===== src/rtl/udp_rx_header_strip_32.sv =====
// UDP receive header stripper, 32-bit datapath.
// Parses a 7-word IPv4+UDP header (no IP options), checks version/IHL,
// protocol, destination port and UDP length, publishes the header fields
// and forwards the UDP payload with zero latency.
//
// Handshake: a word moves across a side on any rising edge where that
// side's valid and ready are both high; valid never waits for ready and
// data is only meaningful while valid is high.
module udp_rx_header_strip_32 #(
    parameter logic [15:0] LOCAL_PORT = 16'd0
) (
    input  logic        clk,
    input  logic        rst,
    input  logic        in_valid,
    input  logic [31:0] in_data,
    input  logic        in_sop,
    output logic        in_ready,
    output logic        out_valid,
    output logic [31:0] out_data,
    output logic        out_sop,
    output logic        out_eop,
    output logic [2:0]  out_bytes,
    input  logic        out_ready,
    output logic        hdr_valid,
    output logic [31:0] hdr_src_ip,
    output logic [31:0] hdr_dst_ip,
    output logic [15:0] hdr_src_port,
    output logic [15:0] hdr_dst_port,
    output logic [15:0] hdr_payload_len,
    output logic        pkt_drop,
    output logic        pkt_abort,
    output logic [15:0] pkt_ok_cnt,
    output logic [15:0] pkt_drop_cnt,
    output logic [1:0]  o_dbg_state
);

    typedef enum logic [1:0] {
        S_IDLE    = 2'd0,
        S_HDR     = 2'd1,
        S_PAYLOAD = 2'd2
    } state_t;

    state_t      r_state;
    state_t      w_state_nxt;
    logic [2:0]  r_idx;
    logic [14:0] r_rem;
    logic        r_first;
    logic [2:0]  r_last_bytes;
    logic [31:0] r_sh_src_ip;
    logic [31:0] r_sh_dst_ip;
    logic [31:0] r_sh_ports;
    logic        r_hdr_valid;
    logic        r_pkt_drop;
    logic        r_pkt_abort;
    logic [31:0] r_hdr_src_ip;
    logic [31:0] r_hdr_dst_ip;
    logic [15:0] r_hdr_src_port;
    logic [15:0] r_hdr_dst_port;
    logic [15:0] r_hdr_payload_len;
    logic [15:0] r_ok_cnt;
    logic [15:0] r_drop_cnt;

    logic        w_in_ready;
    logic        w_out_valid;
    logic        w_drop;
    logic        w_abort;
    logic        w_hdr_ok;
    logic        w_ok;
    logic        w_ld_idx1;
    logic        w_idx_inc;
    logic        w_pay_xfer;
    logic        w_fail;

    // Per-word header checks, evaluated on the word currently presented.
    logic        w_w0_ok;
    logic        w_proto_ok;
    logic        w_port_ok;
    logic        w_len_ok;
    logic [15:0] w_plen;
    logic [14:0] w_rem_load;
    logic [2:0]  w_last_bytes;

    assign w_w0_ok      = (in_data[31:24] == 8'h45);
    assign w_proto_ok   = (in_data[23:16] == 8'd17);
    assign w_port_ok    = (LOCAL_PORT == 16'd0) || (in_data[15:0] == LOCAL_PORT);
    assign w_len_ok     = (in_data[31:16] >= 16'd8);
    assign w_plen       = in_data[31:16] - 16'd8;
    // ceil(payload_len / 4) and bytes in the last word (1..4).
    assign w_rem_load   = {1'b0, w_plen[15:2]} + {14'd0, (w_plen[1:0] != 2'b00)};
    assign w_last_bytes = (w_plen[1:0] == 2'b00) ? 3'd4 : {1'b0, w_plen[1:0]};

    // State register.
    always_ff @(posedge clk) begin
        if (rst) r_state <= S_IDLE;
        else     r_state <= w_state_nxt;
    end

    // Next-state decode and handshake/control strobes.
    always_comb begin
        w_state_nxt = r_state;
        w_in_ready  = 1'b1;
        w_out_valid = 1'b0;
        w_drop      = 1'b0;
        w_abort     = 1'b0;
        w_hdr_ok    = 1'b0;
        w_ok        = 1'b0;
        w_ld_idx1   = 1'b0;
        w_idx_inc   = 1'b0;
        w_pay_xfer  = 1'b0;
        w_fail      = 1'b0;
        case (r_state)
            S_IDLE: begin
                if (in_valid && in_sop) begin
                    if (w_w0_ok) begin
                        w_ld_idx1   = 1'b1;
                        w_state_nxt = S_HDR;
                    end else begin
                        w_drop = 1'b1;
                    end
                end
            end
            S_HDR: begin
                if (in_valid && in_sop) begin
                    // New packet starts before the header finished.
                    w_drop = 1'b1;
                    if (w_w0_ok) w_ld_idx1   = 1'b1;
                    else         w_state_nxt = S_IDLE;
                end else if (in_valid) begin
                    w_idx_inc = 1'b1;
                    case (r_idx)
                        3'd2:    w_fail = !w_proto_ok;
                        3'd5:    w_fail = !w_port_ok;
                        3'd6:    w_fail = !w_len_ok;
                        default: w_fail = 1'b0;
                    endcase
                    if (w_fail) begin
                        w_drop      = 1'b1;
                        w_state_nxt = S_IDLE;
                    end else if (r_idx == 3'd6) begin
                        w_hdr_ok = 1'b1;
                        if (w_plen == 16'd0) begin
                            w_ok        = 1'b1;
                            w_state_nxt = S_IDLE;
                        end else begin
                            w_state_nxt = S_PAYLOAD;
                        end
                    end
                end
            end
            S_PAYLOAD: begin
                if (in_valid && in_sop) begin
                    // Truncated payload: swallow the sop word as the next header.
                    w_abort = 1'b1;
                    if (w_w0_ok) begin
                        w_ld_idx1   = 1'b1;
                        w_state_nxt = S_HDR;
                    end else begin
                        w_state_nxt = S_IDLE;
                    end
                end else begin
                    w_in_ready  = out_ready;
                    w_out_valid = in_valid;
                    if (in_valid && out_ready) begin
                        w_pay_xfer = 1'b1;
                        if (r_rem == 15'd1) begin
                            w_ok        = 1'b1;
                            w_state_nxt = S_IDLE;
                        end
                    end
                end
            end
            default: w_state_nxt = S_IDLE;
        endcase
    end

    // Header word index: 1 after a sop word, cleared whenever HDR is left.
    always_ff @(posedge clk) begin
        if (rst)                       r_idx <= 3'd0;
        else if (w_ld_idx1)            r_idx <= 3'd1;
        else if (w_state_nxt != S_HDR) r_idx <= 3'd0;
        else if (w_idx_inc)            r_idx <= r_idx + 3'd1;
    end

    // Shadow copies of header fields; published only once all checks pass.
    always_ff @(posedge clk) begin
        if (rst) begin
            r_sh_src_ip <= 32'd0;
            r_sh_dst_ip <= 32'd0;
            r_sh_ports  <= 32'd0;
        end else if (w_idx_inc) begin
            if (r_idx == 3'd3) r_sh_src_ip <= in_data;
            if (r_idx == 3'd4) r_sh_dst_ip <= in_data;
            if (r_idx == 3'd5) r_sh_ports  <= in_data;
        end
    end

    // Payload tracking: remaining words, first-word flag, last-word byte count.
    always_ff @(posedge clk) begin
        if (rst) begin
            r_rem        <= 15'd0;
            r_first      <= 1'b0;
            r_last_bytes <= 3'd4;
        end else if (w_hdr_ok) begin
            r_rem        <= w_rem_load;
            r_first      <= 1'b1;
            r_last_bytes <= w_last_bytes;
        end else if (w_pay_xfer) begin
            r_rem   <= r_rem - 15'd1;
            r_first <= 1'b0;
        end
    end

    // Published header fields and one-cycle status pulses.
    always_ff @(posedge clk) begin
        if (rst) begin
            r_hdr_valid       <= 1'b0;
            r_pkt_drop        <= 1'b0;
            r_pkt_abort       <= 1'b0;
            r_hdr_src_ip      <= 32'd0;
            r_hdr_dst_ip      <= 32'd0;
            r_hdr_src_port    <= 16'd0;
            r_hdr_dst_port    <= 16'd0;
            r_hdr_payload_len <= 16'd0;
        end else begin
            r_hdr_valid <= w_hdr_ok;
            r_pkt_drop  <= w_drop;
            r_pkt_abort <= w_abort;
            if (w_hdr_ok) begin
                r_hdr_src_ip      <= r_sh_src_ip;
                r_hdr_dst_ip      <= r_sh_dst_ip;
                r_hdr_src_port    <= r_sh_ports[31:16];
                r_hdr_dst_port    <= r_sh_ports[15:0];
                r_hdr_payload_len <= w_plen;
            end
        end
    end

    // Wrapping packet counters; drop/abort and ok are mutually exclusive.
    always_ff @(posedge clk) begin
        if (rst) begin
            r_ok_cnt   <= 16'd0;
            r_drop_cnt <= 16'd0;
        end else begin
            if (w_ok)              r_ok_cnt   <= r_ok_cnt + 16'd1;
            if (w_drop || w_abort) r_drop_cnt <= r_drop_cnt + 16'd1;
        end
    end

    assign in_ready        = w_in_ready;
    assign out_valid       = w_out_valid;
    assign out_data        = in_data;
    assign out_sop         = w_out_valid && r_first;
    assign out_eop         = w_out_valid && (r_rem == 15'd1);
    assign out_bytes       = (r_rem == 15'd1) ? r_last_bytes : 3'd4;
    assign hdr_valid       = r_hdr_valid;
    assign hdr_src_ip      = r_hdr_src_ip;
    assign hdr_dst_ip      = r_hdr_dst_ip;
    assign hdr_src_port    = r_hdr_src_port;
    assign hdr_dst_port    = r_hdr_dst_port;
    assign hdr_payload_len = r_hdr_payload_len;
    assign pkt_drop        = r_pkt_drop;
    assign pkt_abort       = r_pkt_abort;
    assign pkt_ok_cnt      = r_ok_cnt;
    assign pkt_drop_cnt    = r_drop_cnt;
    assign o_dbg_state     = r_state;

endmodule


===== config.mk =====
export PLATFORM = sky130hd
export DESIGN_NAME = udp_rx_header_strip_32
export DESIGN_NICKNAME = d
export VERILOG_FILES = /design/src/rtl/udp_rx_header_strip_32.sv
export SDC_FILE = /design/constraint.sdc
export NUM_CORES = 1
export LEC_CHECK = 0
export CORE_MARGIN = 10
export CORE_UTILIZATION = 52
export DETAILED_ROUTE_END_ITERATION = 10
export PLACE_DENSITY = 0.92
export SLEW_MARGIN = 25
export SYNTH_ARGS = -nofsm -noshare
export SYNTH_HDL_FRONTEND = slang
export SYNTH_SLANG_ARGS = --single-unit

===== constraint.sdc =====
create_clock -name clk -period 4.1 [get_ports clk]
set_clock_uncertainty 0.1 [all_clocks]
set_input_delay 0.41 -clock clk [delete_from_list [all_inputs] [get_ports clk]]
set_output_delay 0.41 -clock clk [all_outputs]
set_load 0.02 [all_outputs]

==> summary.md <==
| Metric | Value |
|---|---|
| Power dissipated by switching net loads | `1.16 mW` |
| Fraction of power spent switching nets | `21.8%` |
| Number of enable flip-flop cells after synthesis | `0` |
| Net count of the mapped netlist | `1468` |
| Buffers inserted during post-CTS setup optimization | `0` |
| Capture point of the worst path | `out_bytes[2]` |
| Mean Syn Cell Area | `7.96 um^2` |
| Part of the power in combinational logic | `5.1%` |
| Routability congestion estimate | `0.886` |
| Number of standard-cell rows in the floorplan | `53` |
| Non-filler instance count after layout | `1861` |
| Starting utilization of the core area | `53.2%` |
| Final layout net count | `1619` |
| Count of different cell masters after synthesis | `70` |
| Synth Instances | `1415` |
| Slew Viols, Final | `0` |
| Cell area after placement | `13500 um^2` |
| Vias/cell | `5.62` |
| Endpoint of the worst-slack reg-to-reg timing path | `r_idx[0]$_SDFFE_PP0P_` |
| Initial antenna violation count | `1` |
| Utilization after layout | `67.9%` |
| Transition time of the tightest slew-check pin | `0.950 ns` |
| Synth Register Bits | `267` |
| Count of buffers from port buffering | `224` |
| Critical Path Source | `r_rem[4]$_SDFFE_PP0P_` |
| Cell leakage power | `4.86 nW` |
| DRC violation count after routing | `0` |
| First-pass iteration count of the detailed router | `5` |
| Max-slew headroom at the worst pin | `36.7%` |
| Period minus WS final | `3.66 ns` |
| Total track usage | `22.5%` |
| Relative contribution of the clock network to total power | `46.2%` |
| Area delta synth->final | `27.5%` |
| Most common library cell in the layout ignoring fill and taps | `nand2_1` |
| Worst r2r path cells | `7` |
| Worst Setup Path Type | `register to output pin` |
| Count of nets left with antenna violations after detail routing | `0` |
| Total clock buffers created by CTS | `27` |
| Status | `completed` |
| Die footprint | `27900 um^2` |
| Hold slack final | `0.350 ns` |
| Routed len/inst | `18.1 um` |
| CTS Hold Buffers Added | `0` |
| Count of cells resized by post-cts repair | `0` |
| Clock latency at the later pin of the worst-skew pair | `0.53 ns` |
| Main flop type after synthesis | `dfxtp_1` |
| Sinks on Clock Net | `267` |
| Sequential group share of total power | `48.7%` |
| Area of the core region | `21200 um^2` |
| Area of all placed cells without fillers | `14400 um^2` |
| Maximum resistive drop on vdd | `0.293 mV` |
| Critical path fanouts, max | `6` |
| Layout cell share with drive strength beyond 1 | `7.01%` |
| Number of max-cap violations | `0` |
| Endpoint type of the worst setup path | `output pin` |
| WP data required | `3.59 ns` |
| Horiz. Die Dim | `167 um` |
| Top library cells by usage in the layout, fill and taps aside | `nand2_1 (428), dfxtp_1 (267), clkdlybuf4s50_1 (223)` |
| Area of the mapped netlist | `11300 um^2` |
| Number of ports placed on the die boundary | `225` |
| Reg-to-reg slack, setup | `1.12 ns` |
| Summed negative setup slack over all endpoints | `0 ns` |
| Global-route wire length before repair | `53.2 mm` |
| Placed Instances | `1812` |
| Clock root buffer | `clkbuf_16` |
| Buffer levels on the longest clock path | `3` |
| Sequential-to-total area share from yosys stat | `47.5%` |
| Critical path startpoint category | `register` |
| Power Density | `372 nW/um^2` |
| Total number of H-tree levels | `1` |
| Number of vias in the routed layout | `10450` |
| Worst-path clk slew | `0.06 ns` |
| Pin count of the biggest net entering global routing | `145` |
| Min-Delay Path Class | `register to register` |
| Beginning of the worst register-to-register path | `r_rem[4]$_SDFFE_PP0P_` |
| DP Wirelength | `23.1 mm` |
| Period Utilization, post-route | `89.3%` |
| Count of synthesis-stage warnings from yosys | `0` |
| Die boundary height | `167 um` |
| Achievable frequency | `0.273 GHz` |
| Final setup vio count | `0` |
| Congestion Overflow GR | `0` |
| Routed wire length | `33.7 mm` |
| Cell-internal power | `4.18 mW` |
| Proportion of synthesized flip-flops having asynchronous set or reset | `0%` |
| RSZ-0062 raised after global routing | `false` |
| Final Hold Vio Count | `0` |
| Via count of the first global-routing pass | `9939` |
| Initial drt markers | `830` |
| Crit path DAT | `3.15 ns` |
| TritonCTS clock tree | `built` |
==> worst max-delay path, stage by stage (launching register included) <==
cell and delay, ns:
dfxtp_1 0.36, or4_4 0.59, nand2b_4 0.19, or4_4 0.64
or2_2 0.30, clkdlybuf4s50_1 0.54
==> through the flow <==
step | worst slack (ns) | power, mW
after floorplan | 0.876 | 2.80
after global placement | 0.375 | 2.92
after detailed placement | 0.296 | 2.92
after CTS | 0.437 | 5.35
after global routing | 0.363 | 5.49
final | 0.437 | 5.34
==> area by class of cell <==
class	instances	area (um^2)
multi-input combinational	995	5190
timing repair buffer	255	2500
clock inverter	11	134
sequential	267	5350
tap	275	344
fill	1612	6800
clock buffer	36	759
antenna	2	5.00
inverter	20	75.1
==> metal layers <==
metal	GRT usage, %	wire (um)
met2	35.9	15500
met3	6.72	3640
met1	27.9	13300
met4	9.50	1230
met5	0	0
==> cell families (layout without fill, tap and decap cells) <==
| kind of cell | count (synthesis) | after routing | synth area share (%) |
|---|---|---|---|
| and+or+nand+nor | 643 | 643 | 25.6 |
| AOI/OAI and AO/OA | 285 | 285 | 14.3 |
| DFF | 267 | 267 | 47.5 |
| buffers and inverters | 153 | 322 | 6.45 |
| xor gates and xnor gates | 38 | 38 | 2.96 |
| adders and majority gates | 16 | 16 | 1.78 |
| muxes | 13 | 13 | 1.44 |
| other | 0 | 2 | 0 |
==> synthesized netlist by cell type, types with 6 or more instances <==
cell | count | area, um^2
xor2_1 | 22 | 193
clkbuf_1 | 82 | 308
a21oi_1 | 215 | 1080
nor2b_1 | 17 | 106
nand4_1 | 11 | 68.8
o31ai_1 | 6 | 45.0
dfxtp_1 | 267 | 5350
a211oi_1 | 22 | 165
buf_4 | 32 | 240
and2_1 | 10 | 62.6
buf_2 | 12 | 60.1
nor4_1 | 13 | 81.3
nor2_1 | 66 | 248
or3_1 | 10 | 62.6
nand3_1 | 17 | 85.1
and3_1 | 9 | 56.3
inv_1 | 20 | 75.1
nand2_1 | 428 | 1610
xnor2_1 | 16 | 140
o21ai_0 | 19 | 95.1
or4_1 | 7 | 52.6
nor3_1 | 14 | 70.1
ha_1 | 16 | 200
==> power groups by stage <==
stage	clock, mW	combinational, mW	sequential, mW
after floorplan	0	0.146	2.66
after global routing	2.61	0.287	2.60
final	2.47	0.273	2.60
after global placement	0	0.264	2.65
after detailed placement	0	0.265	2.65
after CTS	2.49	0.267	2.60
==> sequential cells by signal, indices dropped and copies added (netlist names), 2 cells and up <==
name             flops
r_idx                3
pkt_drop_cnt        16
hdr_src_ip          32
r_sh_ports          32
r_sh_src_ip         32
r_last_bytes         3
hdr_dst_ip          32
r_rem               15
o_dbg_state          2
pkt_ok_cnt          16
hdr_payload_len     16
hdr_dst_port        16
r_sh_dst_ip         32
hdr_src_port        16
==> how the worst min path moves through the flow <==
| stage | start | endpoint | slack, ns | depth (start not counted) |
|---|---|---|---|---|
| global placement | r_sh_ports[3]$_SDFFE_PP0P_ | hdr_dst_port[3]$_SDFFE_PP0P_ | 0.34 | 2 |
| detailed placement | r_sh_ports[2]$_SDFFE_PP0P_ | hdr_dst_port[2]$_SDFFE_PP0P_ | 0.34 | 2 |
| finish | r_sh_dst_ip[1]$_SDFFE_PP0P_ | hdr_dst_ip[1]$_SDFFE_PP0P_ | 0.35 | 2 |
| floorplan | r_last_bytes[2]$_SDFFE_PP1P_ | r_last_bytes[2]$_SDFFE_PP1P_ | 0.33 | 1 |
| global route | r_sh_dst_ip[17]$_SDFFE_PP0P_ | hdr_dst_ip[17]$_SDFFE_PP0P_ | 0.37 | 2 |
| CTS | r_sh_ports[27]$_SDFFE_PP0P_ | hdr_src_port[11]$_SDFFE_PP0P_ | 0.35 | 2 |
(Power assumes the default switching activity.)
